<file path="src/rtl/gpu_isa_pkg.sv">
// ----------------------------------------------------------------------------
// gpu_isa_pkg
// Shared ISA definitions for the compute unit front end.
// Contents:
//   - opcode values of the legal instructions
//   - instruction field bit positions
//   - fetch state encoding
// ----------------------------------------------------------------------------
package gpu_isa_pkg;

    localparam logic [3:0] OP_HALT = 4'b0000;
    localparam logic [3:0] OP_LD   = 4'b0001;
    localparam logic [3:0] OP_ST   = 4'b0010;
    localparam logic [3:0] OP_PUSH = 4'b0100;
    localparam logic [3:0] OP_PULL = 4'b0101;
    localparam logic [3:0] OP_LDG  = 4'b1000;

    localparam int OP_MSB      = 15;
    localparam int OP_LSB      = 12;
    localparam int RA_MSB      = 11;
    localparam int RA_LSB      = 8;
    localparam int RB_MSB      = 7;
    localparam int RB_LSB      = 4;
    localparam int PUSH_PE_MSB = 7;
    localparam int PUSH_PE_LSB = 5;
    localparam int PUSH_SA_MSB = 4;
    localparam int PUSH_SA_LSB = 3;
    localparam int PULL_SA_MSB = 3;
    localparam int PULL_SA_LSB = 2;
    localparam int IMM4_MSB    = 3;
    localparam int IMM4_LSB    = 0;
    localparam int IMM8_MSB    = 7;
    localparam int IMM8_LSB    = 0;

    typedef enum logic [1:0] {
        ST_IDLE   = 2'd0,
        ST_FETCH  = 2'd1,
        ST_HALTED = 2'd2
    } fetch_state_t;

endpackage

</file>
<file path="src/rtl/instr_decode.sv">
// ----------------------------------------------------------------------------
// instr_decode
// Combinational decoder from a 16-bit instruction word to issue-stage fields.
// Fields an opcode does not use are driven to zero, so an unused or illegal
// word never leaks stray bits into the output slot.
// Ports:
//   instr   in   instruction word
//   op      out  opcode (zero for HALT and illegal words)
//   reg_a   out  destination / source register
//   reg_b   out  address or PE register
//   imm     out  immediate
//   sa_id   out  systolic array id for PUSH/PULL
//   halt    out  word is HALT
//   illegal out  word carries an undefined opcode
// ----------------------------------------------------------------------------
module instr_decode
    import gpu_isa_pkg::*;
(
    input  logic [15:0] instr,
    output logic [3:0]  op,
    output logic [3:0]  reg_a,
    output logic [3:0]  reg_b,
    output logic [7:0]  imm,
    output logic [1:0]  sa_id,
    output logic        halt,
    output logic        illegal
);

    logic [3:0] opc;
    assign opc = instr[OP_MSB:OP_LSB];

    always_comb begin
        op      = '0;
        reg_a   = '0;
        reg_b   = '0;
        imm     = '0;
        sa_id   = '0;
        halt    = 1'b0;
        illegal = 1'b0;
        case (opc)
            OP_HALT: halt = 1'b1;
            OP_LD, OP_ST: begin
                op    = opc;
                reg_a = instr[RA_MSB:RA_LSB];
                reg_b = instr[RB_MSB:RB_LSB];
                imm   = {4'b0, instr[IMM4_MSB:IMM4_LSB]};
            end
            OP_PUSH: begin
                op    = opc;
                reg_a = instr[RA_MSB:RA_LSB];
                reg_b = {1'b0, instr[PUSH_PE_MSB:PUSH_PE_LSB]};
                sa_id = instr[PUSH_SA_MSB:PUSH_SA_LSB];
            end
            OP_PULL: begin
                op    = opc;
                reg_a = instr[RA_MSB:RA_LSB];
                reg_b = instr[RB_MSB:RB_LSB];
                sa_id = instr[PULL_SA_MSB:PULL_SA_LSB];
            end
            OP_LDG: begin
                op    = opc;
                reg_a = instr[RA_MSB:RA_LSB];
                imm   = instr[IMM8_MSB:IMM8_LSB];
            end
            default: illegal = 1'b1;
        endcase
    end

endmodule

</file>
<file path="src/rtl/instruction_fetch.sv">
// ----------------------------------------------------------------------------
// instruction_fetch
// Fetch stage: owns the PC, reads the instruction ROM, decodes each word and
// presents it through one registered valid/ready slot. Stops on HALT or on an
// illegal opcode (the latter also sets the sticky error flag).
//
//   state     | meaning
//   ----------+----------------------------------------------------------
//   ST_IDLE   | out of reset, waiting for start
//   ST_FETCH  | fetching one word per cycle whenever the slot can load
//   ST_HALTED | stopped on HALT/illegal; pending slot drains, start resumes
//
// Ports:
//   clk, rst_n          clock, synchronous active-low reset
//   start, start_pc     begin fetching at start_pc (bit 0 ignored)
//   pc_out, instr_in    ROM address out, ROM word back (combinational)
//   out_valid/out_ready output slot handshake
//   op, reg_a, reg_b, imm, sa_id, inst_pc   slot contents
//   busy, halted, error status
// ----------------------------------------------------------------------------
module instruction_fetch
    import gpu_isa_pkg::*;
#(
    parameter int PC_WIDTH   = 8,
    parameter int INST_WIDTH = 16
) (
    input  logic                  clk,
    input  logic                  rst_n,
    input  logic                  start,
    input  logic [PC_WIDTH-1:0]   start_pc,
    output logic [PC_WIDTH-1:0]   pc_out,
    input  logic [INST_WIDTH-1:0] instr_in,
    output logic                  out_valid,
    input  logic                  out_ready,
    output logic [3:0]            op,
    output logic [3:0]            reg_a,
    output logic [3:0]            reg_b,
    output logic [7:0]            imm,
    output logic [1:0]            sa_id,
    output logic [PC_WIDTH-1:0]   inst_pc,
    output logic                  busy,
    output logic                  halted,
    output logic                  error
);

    fetch_state_t        state;
    logic [PC_WIDTH-1:0] pc;
    logic [PC_WIDTH-1:0] start_pc_even;
    logic                can_load;

    logic [3:0] dec_op;
    logic [3:0] dec_reg_a;
    logic [3:0] dec_reg_b;
    logic [7:0] dec_imm;
    logic [1:0] dec_sa_id;
    logic       dec_halt;
    logic       dec_illegal;

    instr_decode u_decode (
        .instr   (instr_in),
        .op      (dec_op),
        .reg_a   (dec_reg_a),
        .reg_b   (dec_reg_b),
        .imm     (dec_imm),
        .sa_id   (dec_sa_id),
        .halt    (dec_halt),
        .illegal (dec_illegal)
    );

    assign start_pc_even = start_pc & ~PC_WIDTH'(1);
    assign can_load      = !out_valid || out_ready;
    assign pc_out        = pc;
    assign busy          = (state == ST_FETCH);
    assign halted        = (state == ST_HALTED);

    always_ff @(posedge clk) begin
        if (!rst_n) begin
            state     <= ST_IDLE;
            pc        <= '0;
            out_valid <= 1'b0;
            op        <= '0;
            reg_a     <= '0;
            reg_b     <= '0;
            imm       <= '0;
            sa_id     <= '0;
            inst_pc   <= '0;
            error     <= 1'b0;
        end else begin
            case (state)
                ST_IDLE: begin
                    if (start) begin
                        pc    <= start_pc_even;
                        error <= 1'b0;
                        state <= ST_FETCH;
                    end
                end
                ST_FETCH: begin
                    if (can_load) begin
                        if (dec_halt || dec_illegal) begin
                            // Stop word is never presented; pc stays on it.
                            out_valid <= 1'b0;
                            state     <= ST_HALTED;
                            if (dec_illegal)
                                error <= 1'b1;
                        end else begin
                            op        <= dec_op;
                            reg_a     <= dec_reg_a;
                            reg_b     <= dec_reg_b;
                            imm       <= dec_imm;
                            sa_id     <= dec_sa_id;
                            inst_pc   <= pc;
                            out_valid <= 1'b1;
                            pc        <= pc + PC_WIDTH'(2);
                        end
                    end
                end
                ST_HALTED: begin
                    // A pending slot must drain before a restart is accepted.
                    if (out_valid) begin
                        if (out_ready)
                            out_valid <= 1'b0;
                    end else if (start) begin
                        pc    <= start_pc_even;
                        error <= 1'b0;
                        state <= ST_FETCH;
                    end
                end
                default: state <= ST_IDLE;
            endcase
        end
    end

endmodule

</file>
<file path="config.mk">
export PLATFORM = sky130hd
export DESIGN_NAME = instruction_fetch
export DESIGN_NICKNAME = d
export VERILOG_FILES = /design/src/rtl/gpu_isa_pkg.sv /design/src/rtl/instr_decode.sv /design/src/rtl/instruction_fetch.sv
export SDC_FILE = /design/constraint.sdc
export NUM_CORES = 1
export LEC_CHECK = 0
export ABC_AREA = 1
export BUFFER_PORTS_ARGS = -buffer_cell sky130_fd_sc_hd__buf_2
export CORE_MARGIN = 10
export CORE_UTILIZATION = 50
export CTS_CLUSTER_DIAMETER = 120
export CTS_CLUSTER_SIZE = 28
export DETAILED_ROUTE_END_ITERATION = 7
export GPL_TIMING_DRIVEN = 1
export PLACE_DENSITY = 0.86
export RECOVER_POWER = 50
export SYNTH_ARGS = -nofsm -noshare
export SYNTH_HDL_FRONTEND = slang
export SYNTH_SLANG_ARGS = --single-unit
</file>
<file path="constraint.sdc">
create_clock -name clk -period 3.2 [get_ports clk]
set_clock_uncertainty 0.2 [all_clocks]
set_input_delay 0.96 -clock clk [delete_from_list [all_inputs] [get_ports clk]]
set_output_delay 0.96 -clock clk [all_outputs]
set_load 0.1 [all_outputs]
</file>
== Word-level counts from Yosys, hierarchy flattened ==
Index checks and enable logic that the tools add are counted.

* Add/sub/neg operators: 1
* Equal/unequal tests: 12
* Mux-type cells: 28
* Bitwise operators: 1
* Reductions and logical operators: 16

{| class="wikitable"
|+ Operators by type and width
! cell !! count
|-
| 2-to-1 mux 8 bit || 4
|-
| case mux 8 bit (3 select lines) || 1
|-
| case mux 8 bit (2 select lines) || 1
|-
| 2-to-1 mux 1 bit || 11
|-
| adder 8 x 2 -> 8 bit (second input constant) || 1
|-
| equality test 4 x 3 -> 1 bit (second input constant) || 2
|-
| 2-to-1 mux 2 bit || 4
|-
| 2-to-1 mux 4 bit || 2
|-
| case mux 4 bit (2 select lines) || 1
|-
| inequality test 2 bit (second input constant) || 3
|-
| case mux 2 bit (3 select lines) || 1
|-
| AND reduction 3 bit || 2
|-
| OR reduction 6 bit || 1
|-
| AND reduction 5 bit || 1
|-
| OR reduction 5 bit || 1
|-
| equality test 4 x 1 -> 1 bit (second input constant) || 1
|-
| equality test 4 x 2 -> 1 bit (second input constant) || 1
|-
| equality test 4 bit (second input constant) || 1
|-
| logical NOT 4 bit || 1
|-
| inequality test 2 x 1 -> 1 bit (second input constant) || 2
|-
| case mux 2 bit (2 select lines) || 1
|-
| AND reduction 4 bit || 1
|-
| case mux 1 bit (3 select lines) || 1
|-
| nonzero test 3 bit || 1
|-
| 11 further kinds || 12
|}

* Flip-flop bits (word level): 42
* Bits of input ports: 28

== Depth between registers and ports, before layout ==
Gate-level depths: netlist (run 1).

* Depth after elaboration: 7
* Mapped depth: 10
* Depth with buffers taken out: 9

== By module ==
A second synthesis (run 1) with hierarchy kept.

* Cells, all modules: 306
* Area, all modules: 2055.7 sq um

{| class="wikitable"
|+ By module, submodules not included
! module !! instances !! cells each !! area an instance (sq um)
|-
| instruction_fetch || 1 || 241 || 1765.4
|-
| instr_decode || 1 || 65 || 290.3
|}

== Worst setup path after synthesis (run 1) ==
No wires, ideal clock.

* Path kind: register to output
* From: reg state[1]
* To: out halted
* Arrival time: 1654 ps
* Path slack: 386 ps
* Cell stages (with the launch flop): 3
* Cell sequence: dfxtp_1 > inv_1 > nor2_1

* Cells in the longest elaborated chain, start to end: 1

{| class="wikitable"
|+ Ends and longest elaborated chain
! what !! RTL line !! text
|-
| from (decl) || instruction_fetch.sv:46 || <nowiki>fetch_state_t state;</nowiki>
|-
| from (signal assigned) || instruction_fetch.sv:78 || <nowiki>state <= ST_IDLE;</nowiki>
|-
| from (signal assigned) || instruction_fetch.sv:94 || <nowiki>state <= ST_FETCH;</nowiki>
|-
| from (signal assigned) || instruction_fetch.sv:102 || <nowiki>state <= ST_HALTED;</nowiki>
|-
| equality test 2 bit || instruction_fetch.sv:74 || <nowiki>assign halted = (state == ST_HALTED);</nowiki>
|-
| to (decl) || instruction_fetch.sv:42 || <nowiki>output logic halted,</nowiki>
|}

No other way between the ends.

== Final worst setup path (run 1) ==
* From: reg state[1]
* To: out busy

* Cells in the longest elaborated chain, start to end: 1

{| class="wikitable"
|+ Ends and longest elaborated chain
! what !! RTL line !! text
|-
| equality test 2 x 1 -> 1 bit || instruction_fetch.sv:73 || <nowiki>assign busy = (state == ST_FETCH);</nowiki>
|-
| to (decl) || instruction_fetch.sv:41 || <nowiki>output logic busy,</nowiki>
|}

No other way between the ends.

==> results of run 1 <==
-- sequential cells by signal, indices dropped and copies added (netlist names) --
signal / flops
error: 1
imm: 8
inst_pc: 7
op: 4
out_valid: 1
pc_out: 7
reg_a: 4
reg_b: 4
sa_id: 2
state: 2
-- Yosys cell counts, types with 3 or more instances --
cell      instances
a21oi_1          29
buf_4             3
buf_6             3
clkbuf_1          4
dfxtp_1          40
inv_1            33
inv_2             3
nand2_1         123
nand2_2           3
nand3_1          16
nand4_1           6
nor2_1           29
o21ai_0           7
-- where the power goes --
group | internal, mW | leakage, nW | switching, mW
clock network | 0.148 | 0.0400 | 0.174
registers | 0.523 | 0.325 | 0.0263
logic | 0.0732 | 0.795 | 0.313
total | 0.744 | 1.16 | 0.514
-- cell usage in the layout, fill, tap and decap left out, drive strengths merged --
master and n:
nand2 126, buf 42, dfxtp 40, inv 36, clkbuf 31, nor2 29
a21oi 29, nand3 20, o21ai 7, nand4 6, or2 2, conb 2
nor4 1, xnor2 1, o211ai 1, ha 1, clkinvlp 1, clkinv 1
-- cell type report --
type	instances	area, um^2
fillers	394	1600
multi-input cells	225	980
well taps	50	62.6
flip-flops and latches	40	801
inverters	36	135
repair buffers	68	313
clock buffers	5	68.8
clock inverters	2	12.5
-- layer usage --
layer  share of wire, %  vias to the layer above
met3                7.9                        8
li1                   -                     1092
met2                 46                       58
met1                 45                      953
met4                1.3                        0
met5                  0                        -
-- cells by family after synthesis --
kind of cell	Yosys count
AND/OR/NAND/NOR	184
adder cells (fa/ha/maj)	1
buffers and inverters	49
AO/OA/AOI/OAI	37
other	1
XOR/XNOR	1
flip-flops	40
-- stage by stage --
| step | instances | power (mW) | setup WS [ns] | util, % |
|---|---|---|---|---|
| after floorplan | 314 | 0.885 | 0.386 | - |
| after global placement | 419 | 0.946 | 0.513 | 58.9 |
| after detailed placement | 419 | 0.952 | 0.472 | 58.9 |
| after CTS | 426 | 1.27 | 0.396 | 61.0 |
| after global routing | 426 | 1.32 | 0.177 | 59.7 |
| final | 426 | 1.26 | 0.410 | 59.7 |
-- worst max path at each step --
stage	endpoint	slack [ns]	cells past startpoint
after CTS	busy	0.40	4
final	busy	0.41	4
after floorplan	halted	0.39	2
after global placement	imm[0]	0.51	9
after detailed placement	reg_a[0]	0.47	9
after global routing	inst_pc[7]	0.18	9
-- worst max-delay path: cells and delay by family (launching register included) --
kind                   cells  cell delay (ns)
AND/OR/NAND/NOR            1             0.17
flip-flops                 1             0.31
buffers and inverters      3             0.86
==> out/metrics.csv, run 1 <==
metric,value,unit
ANT cells,0,
Die ar.,7000,um^2
Clock Tree Root,clkbuf_8,
Area Overhead vs Synth,17.1,%
"EDFF count, synth",0,
post-CTS sizing,0,
antenna violations before repair,0,
final worst path period need,2.79,ns
Post-Syn Area,2030,um^2
Synth top area share,39.5,%
relative slew slack,20.8,%
Critical path origin,state[1],
Synth warnings,0,
worst stage delay on the critical path,0.48,ns
layout cells sized above 1,15.4,%
All-Layer GR Usage,15.1,%
DRT Pass-1 Iters,4,
hold_ws,0.265,ns
XOR/XNOR Fraction of Synth Area,0.432,%
Synth Area in Compound Gates,9.26,%
f_max,358,MHz
Critical R2R Capture,inst_pc[1],
Detail Route Antenna Nets,0,
gr ovfl total,0,
fin nets,405,
drt drc,0,
Synth Area in Adders,0.618,%
"Seq/Total Area, Yosys",39.5,%
"Reg clk slew, reported paths",0.07,ns
Placer Congestion,0.827,
met1 Use GR,16.8,%
met3 Resource Use GR,5.57,%
CTS Buf Count,5,
Area after DPL,2340,um^2
die width,83.7,um
CTS tree,done,
status,completed,
worst-case reg-to-reg path depth,7,
vias in the first global route,2105,
CTS Hold Bufs,0,
post-synthesis mux area share,0,%
Worst-Margin Slew,1.19,ns
Initial Util,51.0,%
post-route cell area,2370,um^2
setup TNS,0,ns
met2 usage in global routing,25.8,%
Final Cycle Share,87.2,%
Core ar.,3970,um^2
HP Start,imm[6],
clk_lat worst skew,0.29,ns
port bufs,66,
std cell rows,23,
DP HPWL,3.95,mm
total number of vias,2111,
pin count of the biggest net entering global routing,24,
"Critical Path, Cell by Cell",inv_1 > nand2_2 > inv_2 > buf_2,
Most Crowded Layer GR,met2,
WL final,5.32,mm
Arrival @ worst endpoint,1.63,ns
pwr dens,530,nW/um^2
WL per Instance,12.5,um
max-cap viol count,0,
Clock Tree Buf Depth,2,
Synth area leader,dfxtp_1,
Worst R2R Setup Slack,1.18,ns
Max Slew Vio Count,0,
Yosys reg bits,40,
"top cells by area, synth","dfxtp_1 (40%), nand2_1 (23%), a21oi_1 (7.2%), inv_1 (6.1%), nor2_1 (5.4%)",
Die H,83.7,um
Setup CP Type,flop to output port,
element type at the critical path end,output port,
synth unique cells,23,
Post-CTS Setup Bufs,0,
highest-delay cell along the critical path,buf_2,
Vias/cell,4.96,
number of DRC markers in iteration 0,134,
worst r2r src,state[1],
Worst Hold Class,flop to flop,
worst vdd ir,372,uV
RSZ-0062 raised after global routing,false,
H-tree depth,2,
Leak Pwr,1.16,nW
Mapped Cells,313,
final setup fails,0,
largest family of logic cells by synthesized area,simple AND/OR/NAND/NOR gates,
hold-critical path depth,2,
CP startpoint kind,flop,
first-pass GRT wire length,9.12,mm
"Avg Cell Area, Syn",6.47,um^2
"Req. time, crit path",2.04,ns
crit-path max FO,16,
final hold vios,0,
Synth async-reset ratio,0,%
Hold Path End,imm[6],
I/O pins,70,
simple-gate share of the synthesized area,38.5,%
# clock sinks,40,
"Top FF cell, synth",dfxtp_1,
Power figures use the tool's default switching activity.
==> run 2: changes to the inputs <==
--- a/config.mk
+++ b/config.mk
@@ -6,7 +6,7 @@
 export NUM_CORES = 1
 export LEC_CHECK = 0
 export ABC_AREA = 1
-export BUFFER_PORTS_ARGS = -buffer_cell sky130_fd_sc_hd__buf_2
+export BUFFER_PORTS_ARGS = -buffer_cell sky130_fd_sc_hd__clkbuf_2
 export CORE_MARGIN = 10
 export CORE_UTILIZATION = 50
 export CTS_CLUSTER_DIAMETER = 120
==> out/metrics.csv, run 2 (synthesis results as in run 1) <==
metric,value,unit,change
fin nets,405,,unchanged
Die H,83.7,um,unchanged
pwr dens,573,nW/um^2,+8.1%
CTS Hold Bufs,0,,unchanged
Vias/cell,4.94,,-0.33%
Internal,0.850,mW,+14%
Initial Util,51.0,%,unchanged
element type at the critical path end,output port,,
CP startpoint kind,flop,,
"Critical Path, Cell by Cell",nand2_2 > inv_2 > clkbuf_2,,
CTS tree,done,,
worst stage delay on the critical path,0.51,ns,+0.03 ns
"Req. time, crit path",2.04,ns,about the same
DP HPWL,3.94,mm,-0.39%
RSZ-0062 raised after global routing,false,,
drt drc,0,,unchanged
Worst Hold Class,flop to flop,,
Max Slew Vio Count,0,,unchanged
post-CTS sizing,0,,unchanged
final worst path period need,2.83,ns,+0.0407 ns
Die ar.,7000,um^2,unchanged
Post-CTS Setup Bufs,0,,unchanged
final hold vios,0,,unchanged
Worst-Margin Slew,1.20,ns,+0.00272 ns
status,completed,,
pin count of the biggest net entering global routing,24,,unchanged
CTS Buf Count,5,,unchanged
total number of vias,2109,,-0.095%
clk_lat worst skew,0.29,ns,about the same
vias in the first global route,2021,,-4.0%
Largest register FFs,8,,unchanged
setup TNS,0,ns,unchanged
"commonest non-fill, non-tap cell in the layout",nand2_1,,
buffers and inverters on the worst path,2,,-1
WL final,5.34,mm,+0.41%
gr ovfl total,0,,unchanged
Leak Pwr,1.18,nW,+1.5%
Core ar.,3970,um^2,unchanged
Util after Layout,60.5,%,+0.72 points
sequential share of power,40.0,%,-3.7 points
highest-delay cell along the critical path,clkbuf_2,,
max-cap viol count,0,,unchanged
Finished Layout Cells,427,,+0.23%
number of DRC markers in iteration 0,99,,-26%
ANT cells,0,,unchanged
worst vdd ir,359,uV,-3.7%
Clock Tree Buf Depth,2,,unchanged
switching share of power,38.2,%,-2.6 points
I/O pins,70,,unchanged
WL per Instance,12.5,um,+0.18%
most frequent cells in the layout,"nand2_1 (123), clkbuf_2 (41), dfxtp_1 (40)",,
Gate power share,27.9,%,-2.8 points
Detail Route Antenna Nets,0,,unchanged
Placed Cells,419,,unchanged
Switching Power,0.526,mW,+2.3%
All-Layer GR Usage,14.7,%,-0.40 points
Arrival @ worst endpoint,1.67,ns,+0.04 ns
fill count,388,,-1.5%
std cell rows,23,,unchanged
layout cells sized above 1,15.6,%,+0.22 points
DRT Pass-1 Iters,4,,unchanged
post-route cell area,2400,um^2,+1.2%
Area Overhead vs Synth,18.5,%,
Top delay family on crit path,buffers and inverters,,
Area after DPL,2340,um^2,unchanged
final setup fails,0,,unchanged
H-tree depth,2,,unchanged
first-pass GRT wire length,8.87,mm,-2.7%
Placer Congestion,0.821,,-0.75%
relative slew slack,20.6,%,-0.18 points
Clock Tree Root,clkbuf_8,,
antenna violations before repair,0,,unchanged
Setup CP Type,flop to output port,,
# clock sinks,40,,unchanged
f_max,353,MHz,-1.4%
Final Cycle Share,88.5,%,+1.3 points
Clock power frac,32.1,%,+6.5 points
crit-path max FO,16,,unchanged
"Reg clk slew, reported paths",0.08,ns,about the same
port bufs,66,,unchanged
Biggest register,imm,,
die width,83.7,um,unchanged
[run 2: changes by cell type in the layout (fill, tap and decap cells not counted)]
cell / delta
clkinv_4: +1
nand3_1: +1
clkbuf_8: +1
clkinvlp_4: -1
clkinv_2: -1
bufinv_16: +1
nand3_4: -1
buf_2: -40
clkbuf_2: +41
clkbuf_1: -1
[run 2: path summary, 6_finish.rpt]
path / from / end / slack (ns) / depth (start not counted)
setup / recovery: state[0] / busy / 0.37 / 3
hold / removal: imm[7] / imm[7] / 0.27 / 2
setup reg to reg: state[0] / reg_a[0] / 1.17 / 7
hold reg to reg: imm[7] / imm[7] / 0.27 / 2
[run 2: layer usage]
layer | global-route usage (%) | part of all wire, % | vias to the layer above
met5 | 0 | 0 | -
met4 | 5.02 | 0.66 | 0
met3 | 4.88 | 7.0 | 4
met2 | 25.6 | 47 | 60
met1 | 16.4 | 46 | 952
li1 | - | - | 1093
[run 2: worst min-delay path, cell delays in order (launching register included)]
cell	delay [ns]
dfxtp_1	0.31
nand2_1	0.06
a21oi_1	0.05
[run 2: final cells by class]
| type | count | area (um^2) | share of cell area (%) |
|---|---|---|---|
| timing repair buffer | 68 | 314 | 13.1 |
| tap | 50 | 62.6 | 2.61 |
| sequential | 40 | 801 | 33.4 |
| multi-input combinational | 225 | 967 | 40.3 |
| clock buffer | 6 | 82.6 | 3.44 |
| inverter | 36 | 135 | 5.63 |
| clock inverter | 2 | 38.8 | 1.62 |
[run 2: stage by stage]
| stage | setup slack, ns | power, mW | hold WS, ns |
|---|---|---|---|
| final | 0.369 | 1.38 | 0.267 |
| after global routing | 0.208 | 1.43 | 0.275 |
| after CTS | 0.358 | 1.39 | 0.268 |
| after detailed placement | 0.500 | 0.951 | 0.255 |
| after global placement | 0.517 | 0.946 | 0.247 |
| after floorplan | 0.386 | 0.885 | 0.305 |
[run 2: power groups by stage]
| stage | combinational, mW | sequential, mW | clock (mW) |
|---|---|---|---|
| 6_report | 0.384 | 0.551 | 0.441 |
| 2_1_floorplan | 0.163 | 0.721 | 0 |
| 4_1_cts | 0.391 | 0.551 | 0.450 |
| 3_3_place_gp | 0.385 | 0.561 | 0 |
| 3_5_place_dp | 0.390 | 0.562 | 0 |
| 5_1_grt | 0.411 | 0.556 | 0.467 |
==> run 3: changes to the inputs <==
--- a/config.mk
+++ b/config.mk
@@ -13,7 +13,7 @@
 export CTS_CLUSTER_SIZE = 28
 export DETAILED_ROUTE_END_ITERATION = 7
 export GPL_TIMING_DRIVEN = 1
-export PLACE_DENSITY = 0.86
+export PLACE_DENSITY_LB_ADDON = 0.12
 export RECOVER_POWER = 50
 export SYNTH_ARGS = -nofsm -noshare
 export SYNTH_HDL_FRONTEND = slang
==> out/metrics.csv, run 3 (synthesis results as in run 1) <==
metric,value,unit,change
DP HPWL,3.91,mm,-0.78%
Clock Tree Buf Depth,2,,unchanged
Initial Util,51.0,%,unchanged
max-cap viol count,0,,unchanged
f_max,353,MHz,about the same
final setup fails,0,,unchanged
std cell rows,23,,unchanged
CP startpoint kind,primary input,,
antenna violations before repair,0,,unchanged
CTS tree,done,,
"Reg clk slew, reported paths",0.07,ns,about the same
most frequent cells in the layout,"nand2_1 (123), clkbuf_2 (41), dfxtp_1 (40)",,
Max Slew Vio Count,0,,unchanged
Worst-Margin Slew,1.19,ns,-0.00674 ns
status,completed,,
# clock sinks,40,,unchanged
crit-path max FO,23,,+7
final worst path period need,2.83,ns,+0.00210 ns
"Critical Path, Cell by Cell",clkbuf_2 > inv_1 > nand2_2 > nand3_1 > nand3_1 > nand3_2 > inv_2 > nand2_1 > nand2_1 > nor2_1,,
end of the critical path,imm[1],,
Worst Hold Class,flop to flop,,
Worst R2R Setup Slack,1.15,ns,-0.02 ns
Core ar.,3970,um^2,unchanged
die width,83.7,um,unchanged
total number of vias,2041,,-3.2%
worst-case reg-to-reg path depth,7,,unchanged
drt drc,0,,unchanged
Leak Pwr,1.16,nW,-1.4%
Arrival @ worst endpoint,2.81,ns,+1.14 ns
gr ovfl total,0,,unchanged
Area after DPL,2340,um^2,unchanged
H-tree depth,2,,unchanged
Post-CTS Setup Bufs,0,,unchanged
Clock Tree Root,clkbuf_8,,
Vias/cell,4.78,,-3.2%
CTS Buf Count,5,,unchanged
setup TNS,0,ns,unchanged
All-Layer GR Usage,14.3,%,-0.49 points
Top delay family on crit path,simple AND/OR/NAND/NOR gates,,
Setup CP Type,primary input to flop,,
post-CTS sizing,0,,unchanged
"Req. time, crit path",3.18,ns,+1.14 ns
Die ar.,7000,um^2,unchanged
"commonest non-fill, non-tap cell in the layout",nand2_1,,
RSZ-0062 raised after global routing,false,,
layout cells sized above 1,15.1,%,-0.53 points
fill count,427,,+10%
Die H,83.7,um,unchanged
number of DRC markers in iteration 0,92,,-7.1%
worst vdd ir,321,uV,-11%
Placer Congestion,0.816,,-0.61%
fin nets,405,,unchanged
Detail Route Antenna Nets,0,,unchanged
Largest register FFs,8,,unchanged
vias in the first global route,1822,,-9.8%
clk_lat worst skew,0.29,ns,about the same
Final Power,1.28,mW,-7.3%
highest-delay cell along the critical path,inv_2,,
CTS Hold Bufs,0,,unchanged
final hold vios,0,,unchanged
WL final,5.23,mm,-2.1%
port bufs,66,,unchanged
Final Cycle Share,88.5,%,about the same
CP Depth,10,,+7
Biggest register,imm,,
post-route cell area,2370,um^2,-1.3%
worst stage delay on the critical path,0.39,ns,-0.12 ns
pin count of the biggest net entering global routing,24,,unchanged
buffers and inverters on the worst path,3,,+1
Critical path origin,instr_in[12],,
first-pass GRT wire length,8.52,mm,-4.0%
DRT Pass-1 Iters,5,,+1
I/O pins,70,,unchanged
Multi-input gate area,967,um^2,unchanged
ANT cells,0,,unchanged
WL per Instance,12.2,um,-2.1%
element type at the critical path end,flop,,
Area Overhead vs Synth,17.0,%,
pwr dens,538,nW/um^2,-6.0%
relative slew slack,21.0,%,+0.45 points
worst r2r src,state[0],,
register area,801,um^2,unchanged
Critical R2R Capture,imm[1],,
[run 3: changes by cell type in the layout (fill, tap and decap cells not counted)]
cell / previous run / this run
clkinv_4: 1 / 0
clkbuf_1: 25 / 27
bufinv_16: 1 / 0
[run 3: worst min path at each step]
| stage | startpoint | endpoint | slack [ns] | cells past startpoint |
|---|---|---|---|---|
| after global placement | imm[4] | imm[4] | 0.25 | 2 |
| after floorplan | state[1] | state[1] | 0.31 | 2 |
| after detailed placement | imm[7] | imm[7] | 0.25 | 2 |
| after global routing | imm[7] | imm[7] | 0.28 | 2 |
| final | imm[4] | imm[4] | 0.26 | 2 |
| after CTS | imm[7] | imm[7] | 0.26 | 2 |
[run 3: through the flow]
stage	utilization, %	hold WS [ns]	instances	worst slack [ns]
after CTS	61.2	0.264	427	0.382
final	59.7	0.261	427	0.367
after floorplan	-	0.305	314	0.386
after global routing	59.7	0.283	427	0.160
after global placement	58.9	0.248	419	0.466
after detailed placement	58.9	0.254	419	0.441
[run 3: layout make-up]
class	count	area share, %
Multi-Input combinational cell	225	40.8
Sequential cell	40	33.8
Timing Repair Buffer	68	13.3
Inverter	36	5.70
Clock buffer	8	3.80
Tap cell	50	2.64
[run 3: worst register-to-register path: stages (launching register included)]
cell and delay [ns]:
dfxtp_1 0.41, nand2_2 0.18, inv_2 0.25, nand3_2 0.30, inv_2 0.39, nand2_1 0.09
nand2_1 0.08, nor2_1 0.04
[run 3: metal layers]
metal	routed length (um)	track usage [%]
met5	0	0
met4	51	5.48
met3	389	4.79
met2	2450	23.3
met1	2340	16.7
[run 3: power breakdown]
part | switching (mW) | internal (mW)
logic | 0.309 | 0.0721
registers | 0.0278 | 0.523
clock network | 0.168 | 0.176
